**src/rtl/multdiv_iter_if.sv**
```systemverilog
// Command/result bundle for the iterative multiply/divide unit.
// The execute stage drives the master side; multdiv_iter implements the slave side.
interface multdiv_iter_if #(
   parameter int unsigned WIDTH = 32
);
   logic [WIDTH-1:0] data_operandA;
   logic [WIDTH-1:0] data_operandB;
   logic             ctrl_MULT;
   logic             ctrl_DIV;
   logic [WIDTH-1:0] data_result;
   logic             data_exception;
   logic             data_resultRDY;

   modport master (
      output data_operandA, data_operandB, ctrl_MULT, ctrl_DIV,
      input  data_result, data_exception, data_resultRDY
   );

   modport slave (
      input  data_operandA, data_operandB, ctrl_MULT, ctrl_DIV,
      output data_result, data_exception, data_resultRDY
   );
endinterface

```
**src/rtl/multdiv_iter.sv**
```systemverilog
// Iterative signed multiply (radix-2 shift-add) and restoring divide, one bit per cycle.
// Define MULTDIV_BOOTH4_EN to run multiply as radix-4 Booth, two bits per cycle.
module multdiv_iter #(
   parameter int unsigned WIDTH = 32
) (
   input logic          clock,
   input logic          reset,
   multdiv_iter_if.slave md
);

   localparam int unsigned W2 = 2 * WIDTH;
   localparam int unsigned CW = $clog2(WIDTH) + 1;
`ifdef MULTDIV_BOOTH4_EN
   localparam int unsigned MUL_ITERS = WIDTH / 2;
`else
   localparam int unsigned MUL_ITERS = WIDTH;
`endif
   localparam int unsigned DIV_ITERS = WIDTH;

   typedef enum logic [1:0] {IDLE, MUL, DIV, DONE} state_e;

   state_e           state_q, state_d;
   logic [CW-1:0]    cnt_q, cnt_d;
   logic [W2-1:0]    mcand_q, mcand_d;
   logic [WIDTH:0]   mplier_q, mplier_d;
   logic [W2-1:0]    acc_q, acc_d;
   logic             neg_q, neg_d;
   logic             mul_q, mul_d;
   logic [WIDTH-1:0] result_q, result_d;
   logic             exc_q, exc_d;
   logic             rdy_q, rdy_d;

   logic             start;
   logic [WIDTH-1:0] mag_a, mag_b;
   logic [W2-1:0]    pp;
   logic [W2-1:0]    prod;
   logic [WIDTH-1:0] rem_sh;
   logic [WIDTH:0]   trial;

   assign start = md.ctrl_MULT | md.ctrl_DIV;
   assign mag_a = md.data_operandA[WIDTH-1] ? WIDTH'(0) - md.data_operandA : md.data_operandA;
   assign mag_b = md.data_operandB[WIDTH-1] ? WIDTH'(0) - md.data_operandB : md.data_operandB;

   // Restoring divide: acc holds {remainder, dividend/quotient}, divisor magnitude in mplier.
   assign rem_sh = acc_q[W2-2:WIDTH-1];
   assign trial  = {1'b0, rem_sh} - {1'b0, mplier_q[WIDTH-1:0]};

`ifdef MULTDIV_BOOTH4_EN
   // Booth digit from the overlapping triplet; accumulator is already the signed product.
   always_comb begin
      pp = '0;
      case (mplier_q[2:0])
         3'b001, 3'b010: pp = mcand_q;
         3'b011:         pp = mcand_q << 1;
         3'b100:         pp = W2'(0) - (mcand_q << 1);
         3'b101, 3'b110: pp = W2'(0) - mcand_q;
         default:        pp = '0;
      endcase
   end
   assign prod = acc_q;
`else
   assign pp   = mplier_q[0] ? mcand_q : '0;
   assign prod = neg_q ? W2'(0) - acc_q : acc_q;
`endif

   // Next-state, datapath and output-register logic
   always_comb begin
      state_d  = state_q;
      cnt_d    = cnt_q;
      mcand_d  = mcand_q;
      mplier_d = mplier_q;
      acc_d    = acc_q;
      neg_d    = neg_q;
      mul_d    = mul_q;
      result_d = result_q;
      exc_d    = exc_q;
      rdy_d    = 1'b0;

      if (start) begin
         cnt_d = '0;
         neg_d = md.data_operandA[WIDTH-1] ^ md.data_operandB[WIDTH-1];
         if (md.ctrl_MULT) begin
            state_d = MUL;
            mul_d   = 1'b1;
            acc_d   = '0;
`ifdef MULTDIV_BOOTH4_EN
            mcand_d  = {{WIDTH{md.data_operandA[WIDTH-1]}}, md.data_operandA};
            mplier_d = {md.data_operandB, 1'b0};
`else
            mcand_d  = {WIDTH'(0), mag_a};
            mplier_d = {1'b0, mag_b};
`endif
         end else begin
            state_d  = DIV;
            mul_d    = 1'b0;
            mcand_d  = '0;
            acc_d    = {WIDTH'(0), mag_a};
            mplier_d = {1'b0, mag_b};
         end
      end else begin
         case (state_q)
            MUL: begin
               acc_d = acc_q + pp;
               cnt_d = cnt_q + CW'(1);
`ifdef MULTDIV_BOOTH4_EN
               mcand_d  = mcand_q << 2;
               mplier_d = {{2{mplier_q[WIDTH]}}, mplier_q[WIDTH:2]};
`else
               mcand_d  = mcand_q << 1;
               mplier_d = mplier_q >> 1;
`endif
               if (cnt_q == CW'(MUL_ITERS - 1)) state_d = DONE;
            end
            DIV: begin
               acc_d = {trial[WIDTH] ? rem_sh : trial[WIDTH-1:0], acc_q[WIDTH-2:0], ~trial[WIDTH]};
               cnt_d = cnt_q + CW'(1);
               if (cnt_q == CW'(DIV_ITERS - 1)) state_d = DONE;
            end
            DONE: begin
               rdy_d   = 1'b1;
               state_d = IDLE;
               if (mul_q) begin
                  result_d = prod[WIDTH-1:0];
                  exc_d    = ~((&prod[W2-1:WIDTH-1]) | ~(|prod[W2-1:WIDTH-1]));
               end else if (mplier_q[WIDTH-1:0] == '0) begin
                  result_d = '0;
                  exc_d    = 1'b1;
               end else begin
                  // Only |INT_MIN| / 1 with a positive sign can overflow the quotient.
                  result_d = neg_q ? WIDTH'(0) - acc_q[WIDTH-1:0] : acc_q[WIDTH-1:0];
                  exc_d    = ~neg_q & acc_q[WIDTH-1];
               end
            end
            default: state_d = IDLE;
         endcase
      end
   end

   always_ff @(posedge clock or posedge reset) begin
      if (reset) begin
         state_q  <= IDLE;
         cnt_q    <= '0;
         mcand_q  <= '0;
         mplier_q <= '0;
         acc_q    <= '0;
         neg_q    <= 1'b0;
         mul_q    <= 1'b0;
         result_q <= '0;
         exc_q    <= 1'b0;
         rdy_q    <= 1'b0;
      end else begin
         state_q  <= state_d;
         cnt_q    <= cnt_d;
         mcand_q  <= mcand_d;
         mplier_q <= mplier_d;
         acc_q    <= acc_d;
         neg_q    <= neg_d;
         mul_q    <= mul_d;
         result_q <= result_d;
         exc_q    <= exc_d;
         rdy_q    <= rdy_d;
      end
   end

   assign md.data_result    = result_q;
   assign md.data_exception = exc_q;
   assign md.data_resultRDY = rdy_q;

endmodule

```
**src/flat_wrapper.sv**
```systemverilog
// flat-port wrapper written by rule: the top's interface ports become plain ports
module multdiv_iter_flat 
#(
   parameter int unsigned WIDTH = 32
)
  (clock, reset, md_data_operandA, md_data_operandB, md_ctrl_MULT, md_ctrl_DIV, md_data_result, md_data_exception, md_data_resultRDY);
  multdiv_iter_if #(.WIDTH(WIDTH)) md_i ();
  input logic clock;
  input logic reset;
  input wire logic [$bits(md_i.data_operandA)-1:0] md_data_operandA;
  input wire logic [$bits(md_i.data_operandB)-1:0] md_data_operandB;
  input wire logic [$bits(md_i.ctrl_MULT)-1:0] md_ctrl_MULT;
  input wire logic [$bits(md_i.ctrl_DIV)-1:0] md_ctrl_DIV;
  output wire logic [$bits(md_i.data_result)-1:0] md_data_result;
  output wire logic [$bits(md_i.data_exception)-1:0] md_data_exception;
  output wire logic [$bits(md_i.data_resultRDY)-1:0] md_data_resultRDY;
  assign md_i.data_operandA = md_data_operandA;
  assign md_i.data_operandB = md_data_operandB;
  assign md_i.ctrl_MULT = md_ctrl_MULT;
  assign md_i.ctrl_DIV = md_ctrl_DIV;
  assign md_data_result = md_i.data_result;
  assign md_data_exception = md_i.data_exception;
  assign md_data_resultRDY = md_i.data_resultRDY;
  multdiv_iter #(.WIDTH(WIDTH)) u_core (.clock(clock), .reset(reset), .md(md_i));
endmodule
```
**config.mk**
```make
export PLATFORM = sky130hd
export DESIGN_NAME = multdiv_iter_flat
export DESIGN_NICKNAME = d
export VERILOG_FILES = /design/src/rtl/multdiv_iter_if.sv /design/src/rtl/multdiv_iter.sv /design/src/flat_wrapper.sv
export SDC_FILE = /design/constraint.sdc
export NUM_CORES = 1
export LEC_CHECK = 0
export CAP_MARGIN = 25
export CELL_PAD_IN_SITES_DETAIL_PLACEMENT = 1
export CELL_PAD_IN_SITES_GLOBAL_PLACEMENT = 1
export CORE_UTILIZATION = 50
export CTS_CLUSTER_SIZE = 20
export DETAILED_ROUTE_END_ITERATION = 12
export PLACE_DENSITY_LB_ADDON = 0.1
export SKIP_LAST_GASP = 1
export SYNTH_ARGS = -nofsm -noshare
export SYNTH_HDL_FRONTEND = slang
export SYNTH_SLANG_ARGS = --single-unit
```
**constraint.sdc**
```tcl
create_clock -name clock -period 19.5 [get_ports clock]
set_clock_uncertainty 0.2 [all_clocks]
set_input_delay 2.925 -clock clock [delete_from_list [all_inputs] [get_ports clock]]
set_output_delay 2.925 -clock clock [all_outputs]
set_load 0.02 [all_outputs]
```
==> out/qor.txt, run 1 <==
Layout area overhead - 12.5%
Antenna-violating nets left - 0
Commonest non-fill, non-tap cell in the layout - o21ai_0
Int Power - 0.970 mW
Post-route minimum period - 6.19 ns
Comb pwr share - 32.9%
CP arrival - 6.48 ns
Hold slack final - 0.278 ns
Post-route DRC violation count - 0
Num ports - 102
Leakage - 8.86 nW
Post-Syn Area per Cell - 8.03 µm²
Unrepaired setup endpoints after global routing - false
Deepest clock path buffer count - 3
Switching power total - 0.578 mW
DR WL/cell - 23.2 µm
Dpl cell area - 19100 µm²
Pin count of the biggest net entering global routing - 83
Final Hold Fails - 0
Max-cap violation count - 0
Routed Wire Length - 62800 µm
Sw Ratio - 37.3%
Synth Flop Type - dfrtp_1
Initial detailed-routing violation count - 1267
Sequential area share after synthesis - 28.7%
Seq cells post-synth - 204
Final Power - 1.55 mW
Core Area - 34800 µm²
Top post-synthesis cells by area - dfrtp_1, ha_1, o21ai_0
Via density - 6.45
Fin cells - 2705
Fmax - 162 MHz
Root Buffer - clkbuf_16
Global Route Usage Sum - 34.6%
EDFF count, synth - 0
Setup CP Type - in2reg
Routability Congestion - 0.927
Worst-Skew Late Latency - 0.58 ns
Vias in the first global route - 17742
Most used cell, CP - or3_1
Yosys Warn Count - 0
Worst path slowest cell - or4_1
DR vias - 17460
First-pass GRT wire length - 99300 µm
HPWL Detailed - 45100 µm
Die Span Y - 191 µm
Worst Path Required - 19.79 ns
CP Capture Type - flop
# setup viols final - 0
Cell area after layout - 20000 µm²
Die footprint - 36300 µm²
Post-Syn Area - 17800 µm²
Startpoint Class - primary input
Crit Path Max Fanout - 5
Worst-margin pin slew - 0.957 ns
Setup TNS - 0 ns
Part of the power in registers - 34.8%
Cell area power density - 77.4 nW/µm²
Yosys top cell area share - 28.7%
Placed Cells - 2656
Post-CTS Hold Buffers - 0
Nets - 2403
Worst-path clk slew - 0.06 ns
Critical Path, Cell by Cell - clkdlybuf4s50_1 > or4_1 > nor4_1 > nand2b_1 > or2_2 > or3_1 > or3_1 > or3_1 > o21ai_0 > xnor2_1 > nand2_1 > a21oi_1
Syn Inst Count - 2214
Most frequent cells in the layout - o21ai_0, nand2_1, dfrtp_1
Syn nets - 2386
Asr flop ratio synth - 100%
PostCTS Resize Cnt - 0
Synth area leader - dfrtp_1
Cts bufs inserted - 26
Clk sinks - 204
I/O Buffers - 101
Global route overflow - 0
Row count - 68
Fin crit share - 31.7%
Die X - 191 µm
N_diodes - 0
Count of cell types in the netlist - 76
Hold crit path type - reg2reg
Peak supply drop - 0.0715 mV
Layout cells sized above 1 - 4.36%
Post-CTS Setup Bufs - 0
Status - finished clean
Initial antenna violation count - 0
Clock power frac - 32.2%
CTS tree - built
TritonRoute pass-1 iters - 5
Starting Density - 51.1%
Max H-tree Level - 1
Critical Path Max Stage Delay - 0.59 ns
Slew headroom - 35.7%
Final Max Slew Viols - 0
sequential cells by signal, summed over array words and instances, names as in the netlist:
register,count
u_core.mplier_q,32
u_core.md.data_result,32
u_core.acc_q,64
u_core.neg_q,1
u_core.state_q,2
u_core.md.data_exception,1
u_core.mcand_q,64
u_core.md.data_resultRDY,1
u_core.mul_q,1
u_core.cnt_q,6
per-stage QoR:
step | utilization [%] | setup slack (ns)
after floorplan | - | 10.81
final | 57.5 | 13.31
after global routing | 57.5 | 13.15
after detailed placement | 54.8 | 12.72
after global placement | 54.7 | 12.91
after CTS | 57.3 | 13.32
final cells by class:
| cell class | instances | area [µm²] |
|---|---|---|
| flip-flops and latches | 204 | 5110 |
| repair buffers | 126 | 1240 |
| well taps | 455 | 569 |
| clock buffers | 37 | 783 |
| multi-input cells | 1796 | 11900 |
| clock inverters | 10 | 90.1 |
| inverters | 77 | 297 |
| fillers | 4231 | 14800 |
worst max-delay path: cells and delay by family:
| family | cells | cell delay (ns) |
|---|---|---|
| buf+inv | 1 | 0.50 |
| xor+xnor | 1 | 0.19 |
| compound gates | 2 | 0.35 |
| simple gates | 8 | 2.52 |
power groups by stage:
stage,clock [mW],combinational [mW],sequential [mW]
global route,0.519,0.557,0.545
CTS,0.505,0.507,0.537
global placement,0,0.481,0.539
finish,0.499,0.510,0.539
detailed placement,0,0.499,0.544
floorplan,0,0.300,0.552
synthesized netlist by cell type, drive strengths merged (6+ instances only):
master,n
a21o,52
buf,24
a31oi,11
inv,75
nand2b,17
o21bai,22
clkbuf,113
a21oi,194
ha,102
nand4,36
o31ai,43
nand2,204
or4,18
mux2i,101
and4,8
o41ai,22
nor2,177
xor2,93
dfrtp,204
and2,71
nor4,22
and3,12
o221ai,6
nand3,29
a22oi,12
nor3b,6
nor2b,12
o211a,11
a211oi,15
o21a,6
xnor2,111
or3,32
o211ai,40
o21ai,207
nor3,35
a21boi,7
path summary, 6_finish.rpt:
| check | from | end | slack (ns) | cells past startpoint |
|---|---|---|---|---|
| max in group asynchronous | reset | u_core.mplier_q[3] | 15.26 | 3 |
| worst max register to register | u_core.mplier_q[0] | u_core.acc_q[57] | 14.07 | 14 |
| worst min-delay path | u_core.md.data_result[24] | u_core.md.data_result[24] | 0.28 | 2 |
| min in group asynchronous | reset | u_core.md.data_result[12] | 2.64 | 2 |
| worst min register to register | u_core.md.data_result[24] | u_core.md.data_result[24] | 0.28 | 2 |
| worst max-delay path | md_data_operandA[15] | u_core.acc_q[30] | 13.31 | 12 |
cells by family (layout without fill, tap and decap cells):
group / Yosys count / count (layout) / share of synthesized area, %
buf+inv: 214 / 250 / 4.55
mux: 103 / 103 / 5.83
simple gates: 693 / 693 / 19.1
flops: 204 / 204 / 28.7
compound gates: 692 / 692 / 24.3
fa+ha+maj: 104 / 104 / 7.40
xor+xnor: 204 / 204 / 10.0
routing by layer:
metal / share of wire [%] / global-route usage (%)
met1: 46 / 48.7
met3: 6.0 / 4.88
met2: 46 / 55.5
met4: 2.2 / 8.55
met5: 0 / 0
(Power assumes the default switching activity.)
==> run 2: changes to the inputs <==
--- a/config.mk
+++ b/config.mk
@@ -8,7 +8,7 @@
 export CAP_MARGIN = 25
 export CELL_PAD_IN_SITES_DETAIL_PLACEMENT = 1
 export CELL_PAD_IN_SITES_GLOBAL_PLACEMENT = 1
-export CORE_UTILIZATION = 50
+export CORE_UTILIZATION = 47
 export CTS_CLUSTER_SIZE = 20
 export DETAILED_ROUTE_END_ITERATION = 12
 export PLACE_DENSITY_LB_ADDON = 0.1
==> constraint.sdc (replaced) <==
create_clock -name clock -period 5.7 [get_ports clock]
set_clock_uncertainty 0.2 [all_clocks]
set_input_delay 0.855 -clock clock [delete_from_list [all_inputs] [get_ports clock]]
set_output_delay 0.855 -clock clock [all_outputs]
set_load 0.02 [all_outputs]
==> out/qor.txt, run 2 (synthesized netlist as in run 1, its figures left out) <==
Num ports - 102
Post-route DRC violation count - 0
TritonRoute pass-1 iters - 5
CTS tree - built
Worst-path clk slew - 0.06 ns
Global Route Usage Sum - 32.1%
Fin crit share - 87.9%
Multi-input logic area - 11900 µm²
Vias in the first global route - 17378
Setup TNS - 0 ns
Die footprint - 38600 µm²
Cell area power density - 262 nW/µm²
Most frequent cells in the layout - o21ai_0, nand2_1, dfrtp_1
Hold slack final - 0.282 ns
DR WL/cell - 22.4 µm
Core Area - 37000 µm²
Deepest clock path buffer count - 3
Sw Ratio - 36.8%
Root Buffer - clkbuf_16
Unrepaired setup endpoints after global routing - false
Worst-margin pin slew - 0.995 ns
First-pass GRT wire length - 98200 µm
Fillers - 4482
Layout area overhead - 13.0%
FF+latch area - 5110 µm²
Largest regs - u_core.acc_q x64, u_core.mcand_q x64
Clock power frac - 32.0%
Dpl cell area - 19200 µm²
Post-route minimum period - 5.01 ns
Die Span Y - 197 µm
Starting Density - 48.1%
PostCTS Resize Cnt - 0
Final Util - 54.4%
Crit Path Max Fanout - 30
Nets - 2410
Via density - 6.26
Worst Path Required - 5.93 ns
Commonest non-fill, non-tap cell in the layout - o21ai_0
CP arrival - 5.24 ns
Layout cells sized above 1 - 4.48%
# setup viols final - 0
Clk sinks - 204
HPWL Detailed - 45800 µm
Hold crit path type - reg2reg
Worst-Skew Late Latency - 0.56 ns
DR vias - 17269
Max-cap violation count - 0
Die X - 197 µm
Status - finished clean
Fmax - 200 MHz
Initial detailed-routing violation count - 1167
Cts bufs inserted - 26
Switching power total - 1.94 mW
Routed Wire Length - 61800 µm
Slew headroom - 33.6%
Final Max Slew Viols - 0
Row count - 70
Post-CTS Setup Bufs - 0
I/O Buffers - 101
Cell area after layout - 20100 µm²
Peak supply drop - 0.278 mV
Initial antenna violation count - 0
Setup CP Type - reg2reg
Part of the power in registers - 34.9%
Global route overflow - 0
Post-CTS Hold Buffers - 0
Final Hold Fails - 0
Startpoint Class - flop
Leakage - 8.88 nW
Pin count of the biggest net entering global routing - 131
CP Capture Type - flop
Comb pwr share - 33.1%
Max H-tree Level - 1
Antenna-violating nets left - 0
Routability Congestion - 0.931
Int Power - 3.33 mW
-- run 2: changes by cell type in the layout (fill, tap and decap cells not counted), sizes merged --
| cell | previous run | this run |
|---|---|---|
| buf | 26 | 33 |
| bufinv | 1 | 2 |
| clkbuf | 37 | 36 |
| clkinv | 9 | 8 |
| diode | 0 | 1 |
| inv | 74 | 73 |
-- run 2: metal layers --
metal / share of wire, % / wire length, µm / GRT usage (%)
met3: 6.7 / 4170 / 6.35
met4: 2.2 / 1390 / 7.73
met2: 44 / 27100 / 50.3
met1: 47 / 29100 / 45.2
met5: 0 / 0 / 0
-- run 2: critical path: stages (launching register included) --
cell and delay [ns]:
dfrtp_1 0.99, buf_4 0.32, and2_1 0.15, ha_1 0.30, a21oi_1 0.26, o21ai_0 0.15
a21oi_1 0.14, nand2_1 0.08, a2111oi_0 0.49, and2_1 0.27, o31ai_1 0.10, buf_4 0.16
a21oi_1 0.61, o21ai_0 0.28, nor4_1 0.28, nor2b_1 0.08
-- run 2: power by group through the flow --
| stage | logic (mW) | registers, mW | clock network, mW |
|---|---|---|---|
| finish | 1.75 | 1.84 | 1.69 |
| global route | 1.91 | 1.86 | 1.77 |
| CTS | 1.72 | 1.85 | 1.71 |
| detailed placement | 1.71 | 1.87 | 0 |
| global placement | 1.66 | 1.86 | 0 |
| floorplan | 1.03 | 1.89 | 0 |
-- run 2: final timing paths --
path	endpoint	cells past startpoint	slack (ns)	from
min in group asynchronous	u_core.md.data_result[18]	2	0.53	reset
max in group asynchronous	u_core.neg_q	3	3.62	reset
worst max-delay path	u_core.acc_q[60]	15	0.69	u_core.mplier_q[0]
worst max register to register	u_core.acc_q[60]	15	0.69	u_core.mplier_q[0]
worst min-delay path	u_core.md.data_result[24]	2	0.28	u_core.md.data_result[24]
worst min register to register	u_core.md.data_result[24]	2	0.28	u_core.md.data_result[24]
-- run 2: cell type report --
| class | instances | share of cell area (%) |
|---|---|---|
| inverters | 77 | 1.46 |
| diodes | 1 | 0.0124 |
| multi-input cells | 1796 | 59.3 |
| repair buffers | 133 | 6.44 |
| flip-flops and latches | 204 | 25.4 |
| clock buffers | 36 | 3.73 |
| clock inverters | 9 | 0.517 |
| well taps | 504 | 3.14 |
-- run 2: stage by stage --
step	std cells	total power [mW]	setup WS [ns]
floorplan	2214	2.91	1.84
global placement	2711	3.51	1.06
detailed placement	2712	3.58	0.804
CTS	2757	5.28	0.798
global route	2759	5.53	0.329
finish	2760	5.27	0.690
